$ cat config.mk
export PLATFORM = sky130hd
export DESIGN_NAME = timer_controller
export DESIGN_NICKNAME = d
export VERILOG_FILES = /design/src/rtl/timer_controller.sv
export SDC_FILE = /design/constraint.sdc
export NUM_CORES = 1
export LEC_CHECK = 0
export ABC_CLOCK_PERIOD_IN_PS = 5000
export BUFFER_PORTS_ARGS = -buffer_cell sky130_fd_sc_hd__buf_2
export CORE_UTILIZATION = 35
export DETAILED_ROUTE_END_ITERATION = 7
export PLACE_DENSITY = 0.52
export SYNTH_ARGS = -nofsm -noshare
export SYNTH_HDL_FRONTEND = slang
export SYNTH_SLANG_ARGS = --single-unit
$ cat constraint.sdc
create_clock -name clk -period 5 [get_ports clk]
set_input_delay 0.25 -clock clk [delete_from_list [all_inputs] [get_ports clk]]
set_output_delay 0.25 -clock clk [all_outputs]
set_load 0.01 [all_outputs]
$ cat src/rtl/timer_controller.sv
// rtl/timer_controller.sv - appliance countdown timer sequencing controller
//
// Purpose:
//   Turns the five debounced button-rise pulses into a countdown timer with
//   set/run/pause/done sequencing, a door status bit and a completion alarm.
//   Every output is a flop; a pulse sampled on edge n shows on the outputs
//   after edge n.
//
// Ports:
//   clk         in   1   system clock
//   reset       in   1   asynchronous, active-high reset
//   btn_pulse   in   5   one-cycle rise pulses:
//                        [0]=U up, [1]=C door toggle, [2]=L start,
//                        [3]=R cancel/stop, [4]=D down
//   state       out  3   IDLE=0, SET=1, RUN=2, PAUSE=3, DONE=4
//   remain_sec  out  13  seconds remaining
//   door_open   out  1   door status
//   running     out  1   high in RUN
//   alarm       out  1   high in DONE
//
// Parameters:
//   TICK_DIV   clk cycles per one-second tick
//   STEP_SEC   seconds added/removed per U/D press
//   MAX_SEC    saturation limit for remain_sec
//   ALARM_SEC  ticks the alarm stays on in DONE
//
// Build option:
//   TIMER_DOOR_INTERLOCK_EN - when defined, an open door blocks L and opening
//   the door while running pauses the timer. When undefined the door bit is
//   only toggled and reported.

module timer_controller #(
  parameter int TICK_DIV  = 100_000_000,
  parameter int STEP_SEC  = 10,
  parameter int MAX_SEC   = 5999,
  parameter int ALARM_SEC = 5
) (
  input  logic        clk,
  input  logic        reset,
  input  logic [4:0]  btn_pulse,
  output logic [2:0]  state,
  output logic [12:0] remain_sec,
  output logic        door_open,
  output logic        running,
  output logic        alarm
);

  localparam logic [2:0] ST_IDLE  = 3'd0;
  localparam logic [2:0] ST_SET   = 3'd1;
  localparam logic [2:0] ST_RUN   = 3'd2;
  localparam logic [2:0] ST_PAUSE = 3'd3;
  localparam logic [2:0] ST_DONE  = 3'd4;

  localparam int TW = (TICK_DIV  > 1) ? $clog2(TICK_DIV)  : 1;
  localparam int AW = (ALARM_SEC > 1) ? $clog2(ALARM_SEC) : 1;

  localparam logic [TW-1:0] TICK_LAST  = TW'(TICK_DIV - 1);
  localparam logic [AW-1:0] ALARM_LAST = AW'(ALARM_SEC - 1);
  localparam logic [13:0]   STEP_W     = 14'(STEP_SEC);
  localparam logic [13:0]   MAX_W      = 14'(MAX_SEC);

  // Architectural state
  logic [2:0]    r_state;
  logic [12:0]   r_remain;
  logic          r_door;
  logic          r_running;
  logic          r_alarm;
  logic [TW-1:0] r_tick_cnt;
  logic [AW-1:0] r_alarm_cnt;

  // Decoded buttons after priority resolution R > C > L > U > D
  logic w_eff_r;
  logic w_eff_c;
  logic w_eff_l;
  logic w_eff_u;
  logic w_eff_d;

  logic          w_tick;
  logic          w_start_ok;
  logic          w_door_pause;
  logic [13:0]   w_run_base;
  logic [13:0]   w_sub;
  logic          w_sub_zero;
  logic [2:0]    w_state_nxt;
  logic [12:0]   w_remain_nxt;
  logic [TW-1:0] w_tick_cnt_nxt;
  logic [AW-1:0] w_alarm_cnt_nxt;

  // Additions are done at 14 bits so a sum past 8191 cannot wrap before
  // the saturation compare.
  function automatic logic [12:0] sat_add(input logic [13:0] base);
    logic [13:0] sum;
    sum = base + STEP_W;
    if (sum > MAX_W) begin
      sat_add = MAX_W[12:0];
    end else begin
      sat_add = sum[12:0];
    end
  endfunction

  assign w_eff_r = btn_pulse[3];
  assign w_eff_c = btn_pulse[1] & ~btn_pulse[3];
  assign w_eff_l = btn_pulse[2] & ~btn_pulse[3] & ~btn_pulse[1];
  assign w_eff_u = btn_pulse[0] & ~btn_pulse[3] & ~btn_pulse[1] & ~btn_pulse[2];
  assign w_eff_d = btn_pulse[4] & ~btn_pulse[3] & ~btn_pulse[1] & ~btn_pulse[2]
                 & ~btn_pulse[0];

  // The tick counter only advances in RUN and DONE, so gating on state keeps
  // a stale count from ever firing elsewhere.
  assign w_tick = ((r_state == ST_RUN) || (r_state == ST_DONE))
                  && (r_tick_cnt == TICK_LAST);

`ifdef TIMER_DOOR_INTERLOCK_EN
  // Door is sampled before this cycle's toggle; a simultaneous C already
  // masks L through the priority decode.
  assign w_start_ok   = ~r_door;
  assign w_door_pause = w_eff_c & ~r_door;
`else
  assign w_start_ok   = 1'b1;
  assign w_door_pause = 1'b0;
`endif

  // In RUN the tick decrement is folded in first so that U on the tick
  // that would reach zero lands exactly on STEP_SEC. RUN is never entered
  // with remain 0, so this cannot underflow.
  assign w_run_base = {1'b0, r_remain} - {13'b0, w_tick};

  // Borrow out of bit 13 flags an underflow; it floors to zero.
  assign w_sub      = {1'b0, r_remain} - STEP_W;
  assign w_sub_zero = w_sub[13] || (w_sub == 14'd0);

  always_comb begin
    w_state_nxt  = r_state;
    w_remain_nxt = r_remain;

    case (r_state)
      ST_IDLE: begin
        w_remain_nxt = 13'd0;
        if (w_eff_u) begin
          w_state_nxt  = ST_SET;
          w_remain_nxt = STEP_W[12:0];
        end
      end

      ST_SET: begin
        if (w_eff_r) begin
          w_state_nxt  = ST_IDLE;
          w_remain_nxt = 13'd0;
        end else if (w_eff_l && w_start_ok) begin
          w_state_nxt = ST_RUN;
        end else if (w_eff_u) begin
          w_remain_nxt = sat_add({1'b0, r_remain});
        end else if (w_eff_d) begin
          if (w_sub_zero) begin
            w_state_nxt  = ST_IDLE;
            w_remain_nxt = 13'd0;
          end else begin
            w_remain_nxt = w_sub[12:0];
          end
        end
      end

      ST_RUN: begin
        // Stopping wins over a coincident tick: remain is left untouched.
        if (w_eff_r || w_door_pause) begin
          w_state_nxt = ST_PAUSE;
        end else if (w_eff_u) begin
          w_remain_nxt = sat_add(w_run_base);
        end else if (w_tick) begin
          w_remain_nxt = w_run_base[12:0];
          if (w_run_base == 14'd0) begin
            w_state_nxt = ST_DONE;
          end
        end
      end

      ST_PAUSE: begin
        if (w_eff_r) begin
          w_state_nxt  = ST_IDLE;
          w_remain_nxt = 13'd0;
        end else if (w_eff_l && w_start_ok) begin
          w_state_nxt = ST_RUN;
        end
      end

      ST_DONE: begin
        w_remain_nxt = 13'd0;
        if (|btn_pulse) begin
          w_state_nxt = ST_IDLE;
        end else if (w_tick && (r_alarm_cnt == ALARM_LAST)) begin
          w_state_nxt = ST_IDLE;
        end
      end

      default: begin
        w_state_nxt  = ST_IDLE;
        w_remain_nxt = 13'd0;
      end
    endcase
  end

  // Counters restart from zero on every entry to RUN/DONE (including a
  // resume from PAUSE, which throws away the partial second) and sit at
  // zero in every other state.
  always_comb begin
    w_tick_cnt_nxt  = '0;
    w_alarm_cnt_nxt = '0;

    if (((w_state_nxt == ST_RUN) || (w_state_nxt == ST_DONE))
        && (w_state_nxt == r_state)) begin
      if (w_tick) begin
        w_tick_cnt_nxt = '0;
      end else begin
        w_tick_cnt_nxt = r_tick_cnt + 1'b1;
      end
    end

    if ((w_state_nxt == ST_DONE) && (r_state == ST_DONE)) begin
      if (w_tick) begin
        w_alarm_cnt_nxt = r_alarm_cnt + 1'b1;
      end else begin
        w_alarm_cnt_nxt = r_alarm_cnt;
      end
    end
  end

  always_ff @(posedge clk or posedge reset) begin
    if (reset) begin
      r_state     <= ST_IDLE;
      r_remain    <= 13'd0;
      r_door      <= 1'b0;
      r_running   <= 1'b0;
      r_alarm     <= 1'b0;
      r_tick_cnt  <= '0;
      r_alarm_cnt <= '0;
    end else begin
      r_state     <= w_state_nxt;
      r_remain    <= w_remain_nxt;
      // C flips the door in every state, whatever else was pressed.
      r_door      <= r_door ^ btn_pulse[1];
      r_running   <= (w_state_nxt == ST_RUN);
      r_alarm     <= (w_state_nxt == ST_DONE);
      r_tick_cnt  <= w_tick_cnt_nxt;
      r_alarm_cnt <= w_alarm_cnt_nxt;
    end
  end

  assign state      = r_state;
  assign remain_sec = r_remain;
  assign door_open  = r_door;
  assign running    = r_running;
  assign alarm      = r_alarm;

endmodule

Word level (Yosys, flattened, before mapping):

Index checks and enable logic that the tools add are counted.

* register bits: 49
* bits of input ports: 7
* output and inout port bits: 19
* word-level logic and storage cells: 88

* $add $sub $neg: 6
* $lt $le $gt $ge: 2
* eq/ne operators: 15
* multiplexer cells: 32
* bitwise logic cells: 14
* reduce and logical (&&, ||, !) cells: 12

Operators with widths (number)
* 13-bit two-way mux: 11
* 27-bit two-way mux: 2
* 13-bit case mux with 4 select lines: 1
* 3-bit two-way mux: 16
* 14-bit by 13-bit greater-than comparator with 1-bit output (second input constant): 2
* 14-bit zero test: 2
* 27-bit by 1-bit adder with 27-bit output (second input constant): 1
* 27-bit equality test (second input constant): 1
* 3-bit case mux with 5 select lines: 1
* 13-bit by 4-bit adder with 14-bit output (second input constant): 1
* 14-bit by 4-bit adder with 14-bit output (second input constant): 1
* 13-bit by 1-bit subtractor with 14-bit output: 1
* 13-bit by 4-bit subtractor with 14-bit output (second input constant): 1
* 1-bit AND: 9
* 3-bit by 2-bit equality test with 1-bit output (second input constant): 3
* 3-bit equality test (second input constant): 3
* 2-bit inequality test (second input constant): 3
* 3-bit inequality test (second input constant): 2
* 5-bit AND reduction: 1
* 5-bit OR reduction: 1
* 1-bit logical AND: 4
* 4-bit two-way mux: 1
* 4-bit inequality test (second input constant): 1
* 1-bit NOT: 4
* 6 further kinds: 8

Depth between registers and ports, before layout:

Gate-level depths: netlist of the first run.

* word-level depth: 14
* depth in mapped cells: 17
* gate-level depth less buffers: 15

Worst setup path after synthesis of the first run:

Ideal clock, no wire load.

* kind: register -> register
* from: reg r_tick_cnt[10]
* to: reg r_remain[6] (netlist: remain_sec[6])
* library setup time: 0.133 ns
* arrival time: 4.238 ns
* data required time: 4.867 ns
* setup slack: 0.629 ns
* cell stages (with the launch flop): 16
* path buffers: 0
* clock period less this slack: 4.371 ns
* path through: dfrtp_1 > or4_1 > nor4_2 > nand4_1 > nor4b_4 > ha_1 > ha_1 > or3b_4 > or3_4 > nand2_2 > nand3_2 > or4_4 > o311ai_4 > nor2_4 > a2111oi_1 > o31ai_1

* cells in the longest elaborated chain, start to end: 9
* elaborated cells on any way between the ends: 12
* those cells by class: 2 x add/sub; 1 x order compare; 2 x eq/ne; 5 x mux; 2 x reduce/logical

RTL lines
* start: declaration: RTL line 68 `logic [TW-1:0] r_tick_cnt;`
* start signal: assignment: RTL line 243 `r_tick_cnt <= w_tick_cnt_nxt;`
* 27-bit equality test (*): RTL line 111 `&& (r_tick_cnt == TICK_LAST);`
* 1-bit logical AND (*): RTL line 111
* 13-bit by 1-bit subtractor with 14-bit output: RTL line 126 `assign w_run_base = {1'b0, r_remain} - {13'b0, w_tick};`
* 14-bit by 4-bit adder with 14-bit output: RTL line 93 `sum = base + STEP_W;`
* 14-bit by 13-bit greater-than comparator with 1-bit output: RTL line 94 `if (sum > MAX_W) begin`
* 13-bit two-way mux: RTL line 94
* 13-bit two-way mux: RTL line 167 `end else if (w_eff_u) begin`
* 13-bit two-way mux: RTL line 165 `if (w_eff_r || w_door_pause) begin`
* 13-bit case mux with 4 select lines: RTL line 136 `case (r_state)`
* end signal: assignment: RTL line 238 `r_remain <= w_remain_nxt;`
* end: declaration: RTL line 64 `logic [12:0] r_remain;`

Mark *: on every way between the ends. The rest lies on a longest branch, timed or not. The select of a mux whose other input is x is not followed.
A chain may end at the register's enable or synchronous reset.

Worst setup path in the final report of the first run:

* from: reg r_tick_cnt[10]
* to: reg r_remain[4] (netlist: remain_sec[4])

The elaborated chain is that of the path after synthesis.

==> results of run 1 <==
[cell families after synthesis]
family / share of synthesized area, %
AND/OR/NAND/NOR: 32.3
AO/OA/AOI/OAI: 21.6
buffers and inverters: 5.14
flip-flops: 28.0
XOR/XNOR: 9.51
adder cells (fa/ha/maj): 2.57
multiplexers: 0.914
[power groups by stage]
stage	logic (W)	clock network [W]	registers (W)
floorplan	0.00114	0	0.000558
global placement	0.00142	0	0.000685
detailed placement	0.00143	0	0.000685
CTS	0.00143	0.000375	0.000677
global route	0.00161	0.000390	0.000699
finish	0.00149	0.000366	0.000683
[cell type report]
| class | instances | area, sq um |
|---|---|---|
| clock buffers | 6 | 139 |
| flip-flops and latches | 49 | 1230 |
| clock inverters | 2 | 16.3 |
| repair buffers | 41 | 245 |
| multi-input cells | 434 | 2980 |
| fillers | 1269 | 7240 |
| inverters | 15 | 56.3 |
| well taps | 168 | 210 |
[path summary, 6_finish.rpt]
check / to / slack (ns) / cells past startpoint
min reg2reg: door_open / 0.46 / 1
min: r_tick_cnt[3] / 0.12 / 3
min in group clk: door_open / 0.23 / 2
max reg2reg: remain_sec[4] / 0.21 / 14
max: remain_sec[4] / 0.21 / 14
max in group asynchronous: remain_sec[2] / 4.44 / 3
[metrics by stage]
step | std cells | TNS [ns] | area (sq um) | utilization [%] | power, W
global placement | 706 | 0 | 4680 | 38.6 | 0.00211
detailed placement | 706 | 0 | 4680 | 38.6 | 0.00211
global route | 715 | -0.107 | 4880 | 40.3 | 0.00270
finish | 715 | 0 | 4880 | 40.3 | 0.00254
floorplan | 531 | 0 | 4380 | - | 0.00169
CTS | 714 | 0 | 4830 | 39.9 | 0.00248
[critical path: stages, from the launching register on]
cell	delay, ns
dfrtp_1	0.42
or4_1	0.54
nor4_2	0.25
nand4_1	0.17
nor4b_4	0.27
ha_1	0.23
ha_1	0.23
or3b_4	0.43
or3_4	0.37
a22oi_2	0.21
nand4_1	0.18
xor2_2	0.24
a311oi_4	0.46
o21bai_2	0.23
o32ai_1	0.42
[Yosys cell counts (5+ instances only)]
cell type,instances,area share [%]
nor2_1,61,5.2
dfrtp_1,49,28
nand2_1,45,3.9
a21oi_1,23,2.6
xor2_1,22,4.4
clkbuf_1,21,1.8
nand3_1,20,2.3
xnor2_1,20,4.0
nand4_1,19,2.7
nor3_1,18,2.1
o21ai_0,16,1.8
inv_1,14,1.2
nand2b_1,11,1.6
and3_1,9,1.3
buf_2,9,1.0
ha_1,9,2.6
nor2_2,9,1.3
a31oi_1,7,1.0
nor4_1,7,1.0
o31ai_1,7,1.2
o21ai_1,6,0.69
o32ai_1,6,1.2
or3_1,5,0.71
[flip-flops by register name, summed over array words and instances (netlist names)]
register / count
r_tick_cnt: 27
running: 1
door_open: 1
r_alarm_cnt: 3
alarm: 1
remain_sec: 13
state: 3
[cells in the final DEF (no fill, tap or decap), drive strengths merged, types with 5 or more instances in the layout]
cell / Yosys / routed
a21oi: 23 / 23
a31oi: 7 / 7
and2: 5 / 5
and3: 9 / 9
buf: 13 / 41
clkbuf: 21 / 6
dfrtp: 49 / 49
ha: 9 / 9
inv: 14 / 15
nand2: 47 / 47
nand2b: 11 / 11
nand3: 22 / 22
nand4: 19 / 19
nor2: 73 / 73
nor3: 19 / 19
nor4: 12 / 12
o21ai: 22 / 22
o22ai: 5 / 5
o311ai: 5 / 5
o31ai: 8 / 8
o32ai: 6 / 6
or3: 6 / 6
xnor2: 22 / 22
xor2: 23 / 23
[per-layer routing]
| layer | vias up | global-route usage [%] | routed length, um |
|---|---|---|---|
| met1 | 2029 | 31.6 | 6290 |
| met3 | 21 | 3.51 | 981 |
| met2 | 168 | 32.7 | 6030 |
| li1 | 1991 | - | - |
| met5 | - | 0 | 0 |
| met4 | 0 | 5.63 | 250 |
==> impl_metrics.json, run 1 <==
{
  "switching_share_pct": 52.5,
  "end_kind": "flop",
  "post-place-ws_ns": 0.264,
  "overflow": 0,
  "worst_setup_path_start_kind": "flop",
  "drive_above_1_share_pct": 18.3,
  "finalWirelength_um": 13500,
  "grt_pass1_vias": 3932,
  "grt_max_degree": 50,
  "fp.dieArea_sq_um": 13000,
  "start_util_pct": 36.2,
  "synth_warnings": 0,
  "dpl.hpwl_um": 9650,
  "clk_latency_ns": 0.30,
  "synth_edf_count": 0,
  "worstSetupPathType": "reg2reg",
  "coreArea_sq_um": 12100,
  "hold_class": "in2async",
  "die_w_um": 114,
  "period_needed_ns": 4.79,
  "numCtsBuffers": 5,
  "routed_via_density": 5.89,
  "slew_viol_final": 0,
  "area_growth_syn_to_layout_pct": 11.2,
  "synth_cell_types": 88,
  "p_comb_share_pct": 58.7,
  "synthCells": 531,
  "die_h_um": 114,
  "final-hold-violation-count": 0,
  "syn_area_sq_um": 4380,
  "cp-startpoint": "r_tick_cnt[10]",
  "drt.antenna.violating_nets": 0,
  "whs_ns": 0.119,
  "synth_ff_type": "dfrtp_1",
  "vias": 4209,
  "num-nets-final": 562,
  "power_density_nw_per_um2": 521,
  "power.internal_w": 0.00121,
  "drtIter0Drc": 390,
  "globalplace.congestion": 0.941,
  "post_cts_buffers": 0,
  "io_buffers": 25,
  "fin_ws_ns": 0.211,
  "maxCapViolCount": 0,
  "arrival_ns": 4.95,
  "synthArstFlopShare_pct": 100,
  "status": "completed",
  "num_io_pins": 26,
  "clkSinkCount": 49,
  "drc_errors": 0,
  "rsz0062_at_grt": "true",
  "max_slew_margin_pct": 23.9,
  "cts_htree_levels": 2,
  "placementRows": 40,
  "cts-root-buf": "clkbuf_16",
  "grt_pass1_wl_um": 21700,
  "antenna_cells": 0,
  "max_freq_mhz": 209,
  "ys_seq_area_share_pct": 28.0,
  "power_frac_seq_pct": 26.9,
  "hold_buffers": 0,
  "cts_buffer_depth": 2,
  "tightest_slew_ns": 1.14,
  "setup_violations": 0,
  "path_max_fanout": 5,
  "cts_resized": 0,
  "timing.rr.start": "r_tick_cnt[10]",
  "fin_skew_ns": 0.00426,
  "first_pass_iters": 5,
  "wl_per_cell_um": 18.9,
  "p_sw_w": 0.00133,
  "antenna_found_initial": 0,
  "synth_seq_cells": 49,
  "p_leak_nw": 1.84,
  "cts_tree": "built",
  "clk_pin_slew_ns": 0.07,
  "clock_power_share_pct": 14.4,
  "avgSynthCellArea_sq_um": 8.25,
  "vdd_drop_max_uv": 187,
  "crit_required_ns": 5.16,
  "syn_nets": 547,
  "period_share_pct": 95.8,
  "grt.total_usage_pct": 21.5
}
(Power assumes the default switching activity.)
==> run 2, diff against run 1 <==
ABC_CLOCK_PERIOD_IN_PS = 5200   (was 5000)
clock period = 5.2 ns   (was 5 ns; I/O delays follow)
==> run 2 against run 1 <==
Compared with the run above:
- power shrank 5.9%
- non-clock buffer count shrank 5
- setup slack gained 0.079 ns
- largest power group unchanged
==> impl_metrics.json, run 2 (same netlist as run 1, synthesis figures left out) <==
{
  "num_io_pins": 26,
  "rsz0062_at_grt": "false",
  "power_frac_seq_pct": 26.6,
  "antenna_found_initial": 0,
  "max_freq_mhz": 204,
  "status": "completed",
  "grt_pass1_wl_um": 22000,
  "cp_top_family": "simple AND/OR/NAND/NOR gates",
  "vias": 4200,
  "fin_cells": 709,
  "placed_cells": 701,
  "placementRows": 40,
  "cts_tree": "built",
  "grt_max_degree": 50,
  "regMostFlops": "r_tick_cnt",
  "hold_class": "in2async",
  "final-hold-violation-count": 0,
  "drc_errors": 0,
  "drive_above_1_share_pct": 17.0,
  "numCtsBuffers": 5,
  "power_density_nw_per_um2": 498,
  "crit_required_ns": 5.35,
  "fin_tns_setup_ns": 0,
  "clk_latency_ns": 0.30,
  "power_w": 0.00239,
  "wl_per_cell_um": 18.9,
  "tightest_slew_ns": 1.09,
  "io_buffers": 25,
  "arrival_ns": 5.06,
  "worstSetupPathType": "reg2reg",
  "seq_area_sq_um": 1230,
  "fillers": 1271,
  "layout_commonest_cell": "nor2_1",
  "end_kind": "flop",
  "start_util_pct": 36.2,
  "coreArea_sq_um": 12100,
  "clkSinkCount": 49,
  "area_growth_syn_to_layout_pct": 9.59,
  "first_pass_iters": 5,
  "layout_common_cells": "nor2_1 (61), dfrtp_1 (49), nand2_1 (45)",
  "finalWirelength_um": 13400,
  "max_slew_margin_pct": 27.2,
  "num-nets-final": 556,
  "period_share_pct": 94.4,
  "p_leak_nw": 1.80,
  "period_needed_ns": 4.91,
  "routed_via_density": 5.92,
  "cp_cell_sequence": "or4_1 > nor4_2 > nand4_1 > nor4b_4 > ha_1 > ha_1 > or3b_4 > xnor2_2 > o31a_1 > nand4_1 > xor2_2 > a311oi_2 > o21bai_4 > o31ai_1 > a221oi_1",
  "r2r_slack_ns": 0.29,
  "switching_share_pct": 52.5,
  "maxCapViolCount": 0,
  "crit_path_top_delay_cell": "or4_1",
  "vdd_drop_max_uv": 146,
  "post-place-ws_ns": 0.379,
  "worst_setup_path_start_kind": "flop",
  "largest_reg_flops": 27,
  "clock_power_share_pct": 14.6,
  "dpl.hpwl_um": 9610,
  "setup_violations": 0,
  "globalplace.congestion": 0.933,
  "crit_path_max_incr_delay_ns": 0.55,
  "crit_buf_inv": 0,
  "grt_pass1_vias": 4059,
  "overflow": 0,
  "whs_ns": 0.210,
  "fin_skew_ns": 0.00593,
  "die_w_um": 114,
  "power.internal_w": 0.00114,
  "clk_pin_slew_ns": 0.07,
  "multiInputGateArea_sq_um": 2950,
  "fp.dieArea_sq_um": 13000,
  "slew_viol_final": 0,
  "cts_htree_levels": 2,
  "die_h_um": 114,
  "grt.total_usage_pct": 21.7,
  "drt.antenna.violating_nets": 0,
  "p_comb_share_pct": 58.8,
  "fin_ws_ns": 0.289,
  "cts_buffer_depth": 2,
  "p_sw_w": 0.00126,
  "cts-root-buf": "clkbuf_16",
  "path_max_fanout": 10,
  "drtIter0Drc": 363,
  "post_cts_buffers": 0,
  "antenna_cells": 0
}
==> run 2: worst paths after layout <==
check,endpoint,cells after the start,start
max in group asynchronous,remain_sec[10],2,reset
min,r_tick_cnt[3],2,reset
min in group clk,door_open,2,btn_pulse[1]
min reg2reg,door_open,1,door_open
max reg2reg,remain_sec[2],15,r_tick_cnt[10]
max,remain_sec[2],15,r_tick_cnt[10]
==> run 2: per-layer routing <==
layer,GRT usage (%),vias to the layer above,wire (um),part of all wire [%]
met4,7.88,0,221,1.6
met5,0,-,0,0
met3,4.25,17,1130,8.4
met2,32.1,198,5830,43
met1,31.3,2012,6230,46
li1,-,1973,-,-
==> run 2: repair_timing <==
action,4_1_cts,5_1_grt
gates resized for setup,0,1
hold buffers,0,0
endpoints found under the setup margin,0,1
==> run 2: power by group through the flow <==
stage	Combinational (W)	Sequential, W	Clock (W)
finish	0.00141	0.000635	0.000350
global route	0.00152	0.000646	0.000374
CTS	0.00138	0.000627	0.000360
detailed placement	0.00137	0.000634	0
global placement	0.00138	0.000636	0
floorplan	0.00109	0.000537	0
==> run 2: cell type report <==
type,count,share of cell area [%]
Clock buffer,6,2.89
Clock inverter,2,0.339
Inverter,15,1.17
Multi-Input combinational cell,433,61.4
Sequential cell,49,25.5
Tap cell,168,4.38
Timing Repair Buffer,36,4.32
==> run 2: through the flow <==
step / area [sq um] / util, %
6_report: 4800 / 39.7
5_1_grt: 4800 / 39.7
4_1_cts: 4800 / 39.6
3_5_place_dp: 4640 / 38.3
3_3_place_gp: 4640 / 38.3
2_1_floorplan: 4380 / -
==> run 2: worst register-to-register path, stage by stage, from the launching register on <==
cell	delay, ns
dfrtp_1	0.43
or4_1	0.55
nor4_2	0.25
nand4_1	0.17
nor4b_4	0.26
ha_1	0.25
ha_1	0.23
or3b_4	0.42
xnor2_2	0.38
o31a_1	0.32
nand4_1	0.18
xor2_2	0.23
a311oi_2	0.41
o21bai_4	0.23
o31ai_1	0.33
a221oi_1	0.12
